## src/rtl/shifter_pkg.sv

```systemverilog
// Shared types and helpers for the pipelined shifter: op encoding, one mux level,
// and the mapping of mux levels onto register stages.
package shifter_pkg;

    typedef enum logic [2:0] {
        SLL = 3'd0,
        SRL = 3'd1,
        SRA = 3'd2,
        ROL = 3'd3,
        ROR = 3'd4
    } shift_op_t;

    // Levels are evaluated on a wide container so one function serves any BitWidth <= 64.
    localparam int MAX_WIDTH = 64;

    // First mux level owned by a stage; stage s owns levels k with floor(k*stages/log_bw) == s.
    function automatic int stage_first_level(input int stage, input int stages, input int log_bw);
        return (stage * log_bw + stages - 1) / stages;
    endfunction

    function automatic logic [MAX_WIDTH-1:0] shift_level(
        input logic [MAX_WIDTH-1:0] data,
        input logic [2:0]           op,
        input logic                 sign,
        input logic                 enable,
        input int                   k,
        input int                   width
    );
        logic [MAX_WIDTH-1:0] mask;
        logic [MAX_WIDTH-1:0] res;
        int                   sh;
        sh   = 1 << k;
        mask = (MAX_WIDTH'(1) << width) - MAX_WIDTH'(1);
        res  = data;
        if (enable) begin
            case (op)
                SLL:     res = (data << sh) & mask;
                SRL:     res = data >> sh;
                SRA:     res = (data >> sh) | (sign ? (mask & ~(mask >> sh)) : '0);
                ROL:     res = ((data << sh) | (data >> (width - sh))) & mask;
                ROR:     res = ((data >> sh) | (data << (width - sh))) & mask;
                default: res = data;
            endcase
        end
        return res;
    endfunction

endpackage

```

## src/rtl/shifter_stage.sv

```systemverilog
// One register slice of the shifter: applies mux levels FirstLevel..LastLevel to the
// upstream operand and holds the result with its valid bit and handshake.
module shifter_stage
    import shifter_pkg::*;
#(
    parameter int BitWidth   = 32,
    parameter int TagWidth   = 5,
    parameter int FirstLevel = 0,
    parameter int LastLevel  = 0
) (
    input  logic                        clk,
    input  logic                        rst_n,
    input  logic                        flush,
    input  logic                        up_valid,
    output logic                        up_ready,
    input  logic [BitWidth-1:0]         up_data,
    input  logic [$clog2(BitWidth)-1:0] up_amount,
    input  logic [2:0]                  up_op,
    input  logic                        up_sign,
    input  logic [TagWidth-1:0]         up_tag,
    input  logic                        down_ready,
    output logic                        valid,
    output logic [BitWidth-1:0]         data,
    output logic [$clog2(BitWidth)-1:0] amount,
    output logic [2:0]                  op,
    output logic                        sign,
    output logic [TagWidth-1:0]         tag
);
    localparam int AmtWidth = $clog2(BitWidth);

    logic [MAX_WIDTH-1:0] acc;
    logic [BitWidth-1:0]  data_d;

    always_comb begin
        acc = MAX_WIDTH'(up_data);
        for (int k = FirstLevel; k <= LastLevel; k++) begin
            acc = shift_level(acc, up_op, up_sign,
                              |(up_amount & (AmtWidth'(1) << k)), k, BitWidth);
        end
    end

    assign data_d = acc[BitWidth-1:0];

    // An empty slot always accepts, which collapses bubbles under downstream stall.
    assign up_ready = !valid || down_ready;

    always_ff @(posedge clk or negedge rst_n) begin
        if (!rst_n) begin
            valid  <= 1'b0;
            data   <= '0;
            amount <= '0;
            op     <= '0;
            sign   <= 1'b0;
            tag    <= '0;
        end else begin
            if (flush) begin
                valid <= 1'b0;
            end else if (up_ready) begin
                valid <= up_valid;
            end
            if (!flush && up_ready && up_valid) begin
                data   <= data_d;
                amount <= up_amount;
                op     <= up_op;
                sign   <= up_sign;
                tag    <= up_tag;
            end
        end
    end

endmodule

```

## src/rtl/pipelined_shifter.sv

```systemverilog
// Flow-controlled barrel shifter for SLL/SRL/SRA/ROL/ROR with the mux levels spread
// over Stages register slices; carries a tag alongside each result.
module pipelined_shifter
    import shifter_pkg::*;
#(
    parameter int BitWidth = 32,
    parameter int Stages   = 2,
    parameter int TagWidth = 5
) (
    input  logic                        clk,
    input  logic                        rst_n,
    input  logic                        flush,
    input  logic                        in_valid,
    output logic                        in_ready,
    input  logic [BitWidth-1:0]         in_data,
    input  logic [$clog2(BitWidth)-1:0] in_amount,
    input  logic [2:0]                  in_op,
    input  logic [TagWidth-1:0]         in_tag,
    output logic                        out_valid,
    input  logic                        out_ready,
    output logic [BitWidth-1:0]         out_data,
    output logic [TagWidth-1:0]         out_tag
);
    localparam int LogBw = $clog2(BitWidth);

    // Index 0 is the input port; index s+1 is the register of stage s.
    logic                vld [0:Stages];
    logic                rdy [0:Stages];
    logic [BitWidth-1:0] dat [0:Stages];
    logic [LogBw-1:0]    amt [0:Stages];
    logic [2:0]          opc [0:Stages];
    logic                sgn [0:Stages];
    logic [TagWidth-1:0] tg  [0:Stages];

    assign vld[0]      = in_valid;
    assign dat[0]      = in_data;
    assign amt[0]      = in_amount;
    assign opc[0]      = in_op;
    assign sgn[0]      = in_data[BitWidth-1];
    assign tg[0]       = in_tag;
    assign rdy[Stages] = out_ready;

    for (genvar s = 0; s < Stages; s++) begin : g_stage
        shifter_stage #(
            .BitWidth  (BitWidth),
            .TagWidth  (TagWidth),
            .FirstLevel(stage_first_level(s, Stages, LogBw)),
            .LastLevel (stage_first_level(s + 1, Stages, LogBw) - 1)
        ) u_stage (
            .clk       (clk),
            .rst_n     (rst_n),
            .flush     (flush),
            .up_valid  (vld[s]),
            .up_ready  (rdy[s]),
            .up_data   (dat[s]),
            .up_amount (amt[s]),
            .up_op     (opc[s]),
            .up_sign   (sgn[s]),
            .up_tag    (tg[s]),
            .down_ready(rdy[s+1]),
            .valid     (vld[s+1]),
            .data      (dat[s+1]),
            .amount    (amt[s+1]),
            .op        (opc[s+1]),
            .sign      (sgn[s+1]),
            .tag       (tg[s+1])
        );
    end

    assign in_ready  = !flush && rdy[0];
    assign out_valid = vld[Stages];
    assign out_data  = dat[Stages];
    assign out_tag   = tg[Stages];

    // The last slice's control fields have no consumer once every level is applied.
    logic unused_tail;
    assign unused_tail = ^{amt[Stages], opc[Stages], sgn[Stages]};

endmodule

```

## config.mk

```make
export PLATFORM = sky130hd
export DESIGN_NAME = pipelined_shifter
export DESIGN_NICKNAME = d
export VERILOG_FILES = /design/src/rtl/shifter_pkg.sv /design/src/rtl/shifter_stage.sv /design/src/rtl/pipelined_shifter.sv
export SDC_FILE = /design/constraint.sdc
export NUM_CORES = 1
export LEC_CHECK = 0
export BUFFER_PORTS_ARGS = -buffer_cell sky130_fd_sc_hd__buf_2
export CORE_AREA = 5 5 122 153
export CTS_BUF_LIST = sky130_fd_sc_hd__clkbuf_16
export DETAILED_ROUTE_END_ITERATION = 8
export DIE_AREA = 0 0 127 158
export MAX_ROUTING_LAYER = met4
export PLACE_DENSITY = 0.68
export SLEW_MARGIN = 15
export SYNTH_ARGS = -nofsm -noshare
export SYNTH_HDL_FRONTEND = slang
export SYNTH_SLANG_ARGS = --single-unit
```

## constraint.sdc

```tcl
create_clock -name clk -period 4.4 [get_ports clk]
set_input_delay 0.22 -clock clk [delete_from_list [all_inputs] [get_ports clk]]
set_output_delay 0.22 -clock clk [all_outputs]
set_load 0.005 [all_outputs]
```

## Yosys cells after proc, flatten, opt, wreduce, memory -nomap -nowiden

Cells that the tools add are included.

- Equality and inequality tests: 8
- Multiplexer cells: 19
- Bitwise gates (word level): 14
- Reductions and logical operators: 14

Operator list:

| operator | count |
|---|---|
| 32-bit case mux with 5 select lines | 3 |
| 60-bit case mux with 5 select lines | 1 |
| 32-bit two-way mux | 7 |
| 32-bit bitwise OR | 7 |
| 32-bit case mux with 4 select lines | 1 |
| 24-bit by 32-bit bitwise OR with 32-bit output | 2 |
| 31-bit by 32-bit bitwise OR with 32-bit output | 2 |
| 62-bit two-way mux | 1 |
| 60-bit two-way mux | 1 |
| 60-bit by 32-bit bitwise OR with 60-bit output | 1 |
| 48-bit two-way mux | 1 |
| 32-bit by 1-bit bitwise OR with 32-bit output | 1 |
| 32-bit by 8-bit bitwise OR with 32-bit output | 1 |
| 3-bit by 2-bit equality test with 1-bit output, second input constant | 4 |
| 3-bit by 1-bit equality test with 1-bit output, second input constant | 2 |
| 3-bit equality test, second input constant | 2 |
| 3-bit logical NOT | 2 |
| 1-bit logical AND | 4 |
| 1-bit two-way mux | 4 |
| 2-bit nonzero test | 2 |
| 1-bit logical NOT | 3 |
| 1-bit logical OR | 2 |
| 2-bit OR reduction | 1 |

- Register bits after elaboration: 85
- Input bits: 50
- Output and inout port bits: 39
- Logic and storage cells: 64

## Logic depth before layout (Yosys ltp)

- Depth in word-level cells: 10
- Gate-level depth with buffers: 10
- Mapped depth without buffers: 6

## By module

A second synthesis with hierarchy kept.

- Cells, all modules: 1080
- Area, all modules: 8252.9 sq um

By module, submodules not included:

| module | instances | cells each | area an instance (sq um) | seq. area each (sq um) |
|---|---|---|---|---|
| shifter_stage at g_stage[0].u_stage | 1 | 730 | 5215.0 | 1176.1 |
| shifter_stage at g_stage[1].u_stage | 1 | 349 | 3024.2 | 1176.1 |
| pipelined_shifter | 1 | 1 | 13.8 | 0.0 |

## Worst setup path after synthesis

No wires, ideal clock.

- Path type: register to register
- From: register g_stage[1].u_stage.valid
- To: register g_stage[0].u_stage.data[17]
- Setup time: 0.131 ns
- Arrival time: 1.894 ns
- Data required time: 4.269 ns
- Setup slack: 2.375 ns
- Stages on the path, launching flop included: 9
- Buffers on the path: 3
- Period minus slack after synthesis: 2.025 ns
- Path through: dfrtp_1 -> and3b_1 -> clkbuf_1 -> or3_1 -> buf_2 -> nor2_1 -> buf_2 -> a211oi_1 -> or3_1

- Longest elaborated chain between the ends: 5

Ends and longest elaborated chain:

| item | line | source |
|---|---|---|
| from (decl) | shifter_stage.sv:22 | `output logic valid,` |
| from (signal assigned) | shifter_stage.sv:59 | `valid <= up_valid;` |
| 1-bit logical NOT | shifter_stage.sv:45 | `assign up_ready = !valid \|\| down_ready;` |
| 1-bit logical OR (2 in series) | shifter_stage.sv:45 |  |
| 1-bit logical AND (2 in series) | shifter_stage.sv:61 | `if (!flush && up_ready && up_valid) begin` |
| to (signal assigned) | shifter_stage.sv:62 | `data <= data_d;` |
| to (decl) | shifter_stage.sv:23 | `output logic [BitWidth-1:0] data,` |

No other way between the ends.
A chain may end at the register's enable or synchronous reset.

## Final worst setup path

- From: input in_op[1]
- To: register g_stage[0].u_stage.data[9]

- Longest elaborated chain between the ends: 9
- Elaborated cells between the ends (all ways): 17
- Classes of those cells: eq/ne (4); mux (6); bitwise (6); reduce/logical (1)

Ends and longest elaborated chain:

| item | line | source |
|---|---|---|
| from (decl) | pipelined_shifter.sv:17 | `input logic [2:0] in_op,` |
| 3-bit equality test, or another cell as far along | shifter_pkg.sv:36 | `case (op)` |
| 32-bit case mux with 5 select lines | shifter_pkg.sv:36 |  |
| 62-bit two-way mux | shifter_pkg.sv:35 | `if (enable) begin` |
| 32-bit bitwise OR, or another cell as far along | shifter_pkg.sv:41 | `ROR: res = ((data >> sh) \| (data << (width - sh))) & mask;` |
| 60-bit case mux with 5 select lines | shifter_pkg.sv:36 |  |
| 60-bit two-way mux | shifter_pkg.sv:35 |  |
| 32-bit bitwise OR (on tied branches) | shifter_pkg.sv:41, shifter_pkg.sv:39, shifter_pkg.sv:40 |  |
| 32-bit case mux with 5 select lines | shifter_pkg.sv:36 |  |
| 32-bit two-way mux * | shifter_pkg.sv:35 |  |

Mark *: on every way between the ends. The rest lies on a longest branch, timed or not.

==> summary.md <==
| Metric | Value |
|---|---|
| Via count | `8133` |
| Postcts setup bufs | `0` |
| Max-Cap Viols | `0` |
| Critical Path RT | `around 4.6 ns` |
| Int Power | `around 1.8 mW` |
| Worst hold slack | `about 0.069 ns` |
| Setup Skew | `0.008642 ns` |
| Nets@finish | `1035` |
| Max Transition Viols Final | `0` |
| Hpwl dp | `21140 um` |
| Total gr overflow | `0` |
| Vias in the first global route | `between 7000 and 8000` |
| GPL Wtd Cong | `~1.0` |
| First-pass GRT wire length | `44340 um` |
| Max_slew headroom | `about 33%` |
| Cells after Synth | `985` |
| Initial Utilization | `43.91%` |
| Root buf cell | `clkbuf_16` |
| Clock Tree Buf Depth | `2` |
| Worst Hold Class | `input pin to flip-flop` |
| # IOs | `89` |
| Psw | `around 1.2 mW` |
| Post-Syn Nets | `1035` |
| DRT antenna net count | `0` |
| Setup TNS | `0 ns` |
| Reg2Reg Launch Point | `g_stage[0].u_stage.valid` |
| CTS tree | `built` |
| WL final | `28410 um` |
| Largest net degree at the start of global routing | `43` |
| Number of distinct library cells after synthesis | `83` |
| Final period utilization | `65.79%` |
| Crit-path max FO | `31` |
| Clk_lat worst skew | `between 0.3 and 0.4 ns` |
| DRT Pass-1 Iters | `6` |
| Critical path buffers and inverters | `1` |
| RSZ-0062 raised after global routing | `false` |
| R2R depth | `7` |
| Share of cells above drive strength 1 | `18.79%` |
| CP Class | `input pin to flip-flop` |
| Final Critical Period | `2.895 ns` |
| Synth Cell Area | `0.007536 mm2` |
| Switching share of power | `approximately two fifths` |
| Clk slew on worst S/H paths | `0.07 ns` |
| CP top delay family | `compound AO/OA/AOI/OAI gates` |
| Synth async-reset ratio | `100.0%` |
| Crit path depth | `7` |
| All-layer global routing usage | `between 20% and 30%` |
| Critical Path Sink | `g_stage[0].u_stage.data[9]` |
| Routed len/inst | `23.40 um` |
| FMAX | `345.4 MHz` |
| Startpoint types | `input pin` |
| R2R Setup Slk | `1.65 ns` |
| Peak VDD IR | `0.0001822 V` |
| Antenna violations before repair | `0` |
| Share of the synthesized area in the top cell type | `~27%` |
| Vias per Instance | `6.699` |
| Placed instance count | `roughly 1200` |
| # DRC | `0` |
| Reg power frac | `a little under two fifths` |
| CP Launch Point | `in_op[1]` |
| DIE WIDTH | `between 100 and 150 um` |
| Site Rows | `54` |
| Seq cells post-synth | `82` |
| DIE HEIGHT | `158 um` |
| Post-Syn Area per Cell | `7.651 um2` |
| Seq/Total Area, Yosys | `27.23%` |
| Clock Power Share | `24.0%` |
| Lkg Pwr | `3.295 nW` |
| Worst path max stage delay | `0.76 ns` |
| Antenna diodes | `0` |
| YS warnings | `0` |
| DRT iter0 DRCs | `1014` |
| Core area | `0.01716 mm2` |
| Post-route worst setup slack | `roughly 1.5 ns` |
| Worst R2R End | `g_stage[0].u_stage.data[0]` |
| Pwr per Cell Area | `366.7 mW/mm2` |
| Slowest CP cell | `o21ai_2` |
| # H-tree levels | `3` |
| CTS buffer count | `9` |
| Measured slew at the worst slew-check pin | `1.004 ns` |
| Area growth from synthesis to layout | `6.973%` |
| Port-buffer cells | `88` |
| Number of synthesized flops with an enable pin | `0` |
| Crit-path cells | `buf_2 -> o21ai_2 -> o211ai_2 -> o221ai_1 -> or2_2 -> a21oi_1 -> o31a_1` |
| Die Area | `0.02007 mm2` |
| DP Worst Slack | `1.264 ns` |
| Final cell count without fillers | `between 1000 and 1500` |
| Endpoints failing setup | `0` |
| Yosys top cell by area | `dfrtp_1` |
| Final Hold Fails | `0` |
| Synth area leaders | `dfrtp_1 (27%), nor2_1 (6.9%), a21oi_1 (6.2%), nand2_1 (5.5%), mux2i_1 (4.5%)` |
| Post-layout util | `46.97%` |
| Hold depth | `3` |
| Synth Flop Type | `dfrtp_1` |
| Logic gate share of total power | `39.1%` |
| Sink Count | `82` |
| Status | `finished clean` |
| CP endpoint kind | `flip-flop` |
| Crit path DAT | `3.12 ns` |
==> cell families after synthesis <==
logic type             synth area share, %
AO/OA/AOI/OAI                        35.46
XOR/XNOR                            0.5480
buffers and inverters                9.596
flip-flops                           27.23
multiplexers                         6.508
AND/OR/NAND/NOR                      20.65
==> metrics by stage <==
step / area [um2] / power (mW)
4_1_cts: 8058 / 2.942
5_1_grt: 8061 / 3.132
2_1_floorplan: 7536 / 1.942
3_3_place_gp: 7770 / 2.223
6_report: 8061 / 2.956
3_5_place_dp: 7770 / 2.232
==> metal layers <==
layer,global-route usage (%),vias up,routed length (um)
met1,36.23,3837,11340
li1,-,3663,-
met5,-,-,0
met4,15.64,0,1656
met3,3.780,112,2363
met2,44.63,521,13040
==> worst min path at each step <==
stage	start	to	slack [ns]
2_1_floorplan	rst_n	g_stage[0].u_stage.amount[3]	-0.08
3_3_place_gp	rst_n	g_stage[1].u_stage.tag[3]	0.24
3_5_place_dp	rst_n	g_stage[1].u_stage.tag[3]	0.25
4_1_cts	in_tag[3]	g_stage[0].u_stage.tag[3]	0.07
5_1_grt	in_tag[1]	g_stage[0].u_stage.tag[1]	0.09
6_report	in_tag[2]	g_stage[0].u_stage.tag[2]	0.07
==> flip-flops by register name, summed over array words and instances (netlist names) <==
signal                  count
g_stage.u_stage.amount      2
g_stage.u_stage.op          3
g_stage.u_stage.data       64
g_stage.u_stage.tag        10
g_stage.u_stage.sign        1
g_stage.u_stage.valid       2
==> tightest hold or removal path: stages <==
cell and delay (ns):
buf_2 0.08, nand2_1 0.04, nand2_1 0.05
==> cells in the final DEF, fill, tap and decap left out, types with 4 or more instances in the layout <==
cell	n
o21ai_0	65
o22ai_1	20
nor2_1	138
nand4_1	4
o221a_2	14
a22oi_1	34
a221oi_1	26
o21bai_1	7
nand2b_1	4
a31oi_1	9
nand3_1	21
and2_1	6
or2_2	4
or3_1	16
or4b_1	4
nor2b_1	9
dfrtp_1	82
nand2_1	110
buf_2	87
inv_1	11
a32oi_1	5
a21oi_1	93
a211oi_2	4
a211oi_1	12
mux2i_1	34
o221ai_1	15
mux2_2	10
clkbuf_16	9
a211o_1	8
nor3_1	12
buf_4	22
o211ai_1	10
a221oi_2	4
==> repair_timing <==
action,CTS,global route
setup endpoints to repair,0,0
gates resized for setup,0,0
endpoints found under the hold margin,40,0
hold buffers,1,0
==> Yosys cell counts (all sizes together), types with 3 or more instances <==
master   count
inv         11
o22ai       20
o21ai       68
a22oi       34
o31ai        3
a211o        8
o21bai       7
a221o        3
or3         16
a31oi        9
a21boi       5
o31a         3
clkbuf      40
or2          5
nand2      110
a221oi      30
o21a         3
or4b         6
nor2b        9
o221ai      18
a32oi        5
and2         6
mux2i       34
nand2b       4
nand4        4
a211oi      16
or3b         3
a311oi       3
buf         82
o2bb2ai      3
o211ai      11
nor4b        3
o221a       15
a21oi       95
nor3        13
nand3       21
dfrtp       82
mux2        11
nor2       139
==> power groups by stage <==
stage,clock network [mW],registers [mW],logic [mW]
after floorplan,0,1.05,0.896
after global placement,0,1.10,1.12
after detailed placement,0,1.11,1.13
after CTS,0.719,1.09,1.13
after global routing,0.748,1.12,1.26
final,0.710,1.09,1.15
==> area by class of cell <==
| type | instances | area (um2) |
|---|---|---|
| clock buffers | 9 | 225.2 |
| clock inverters | 7 | 52.55 |
| well taps | 224 | 280.3 |
| multi-input cells | 770 | 4780 |
| repair buffers | 111 | 630.6 |
| fillers | 1770 | 9100 |
| flip-flops and latches | 82 | 2052 |
| inverters | 11 | 41.29 |
(Power assumes the default switching activity.)
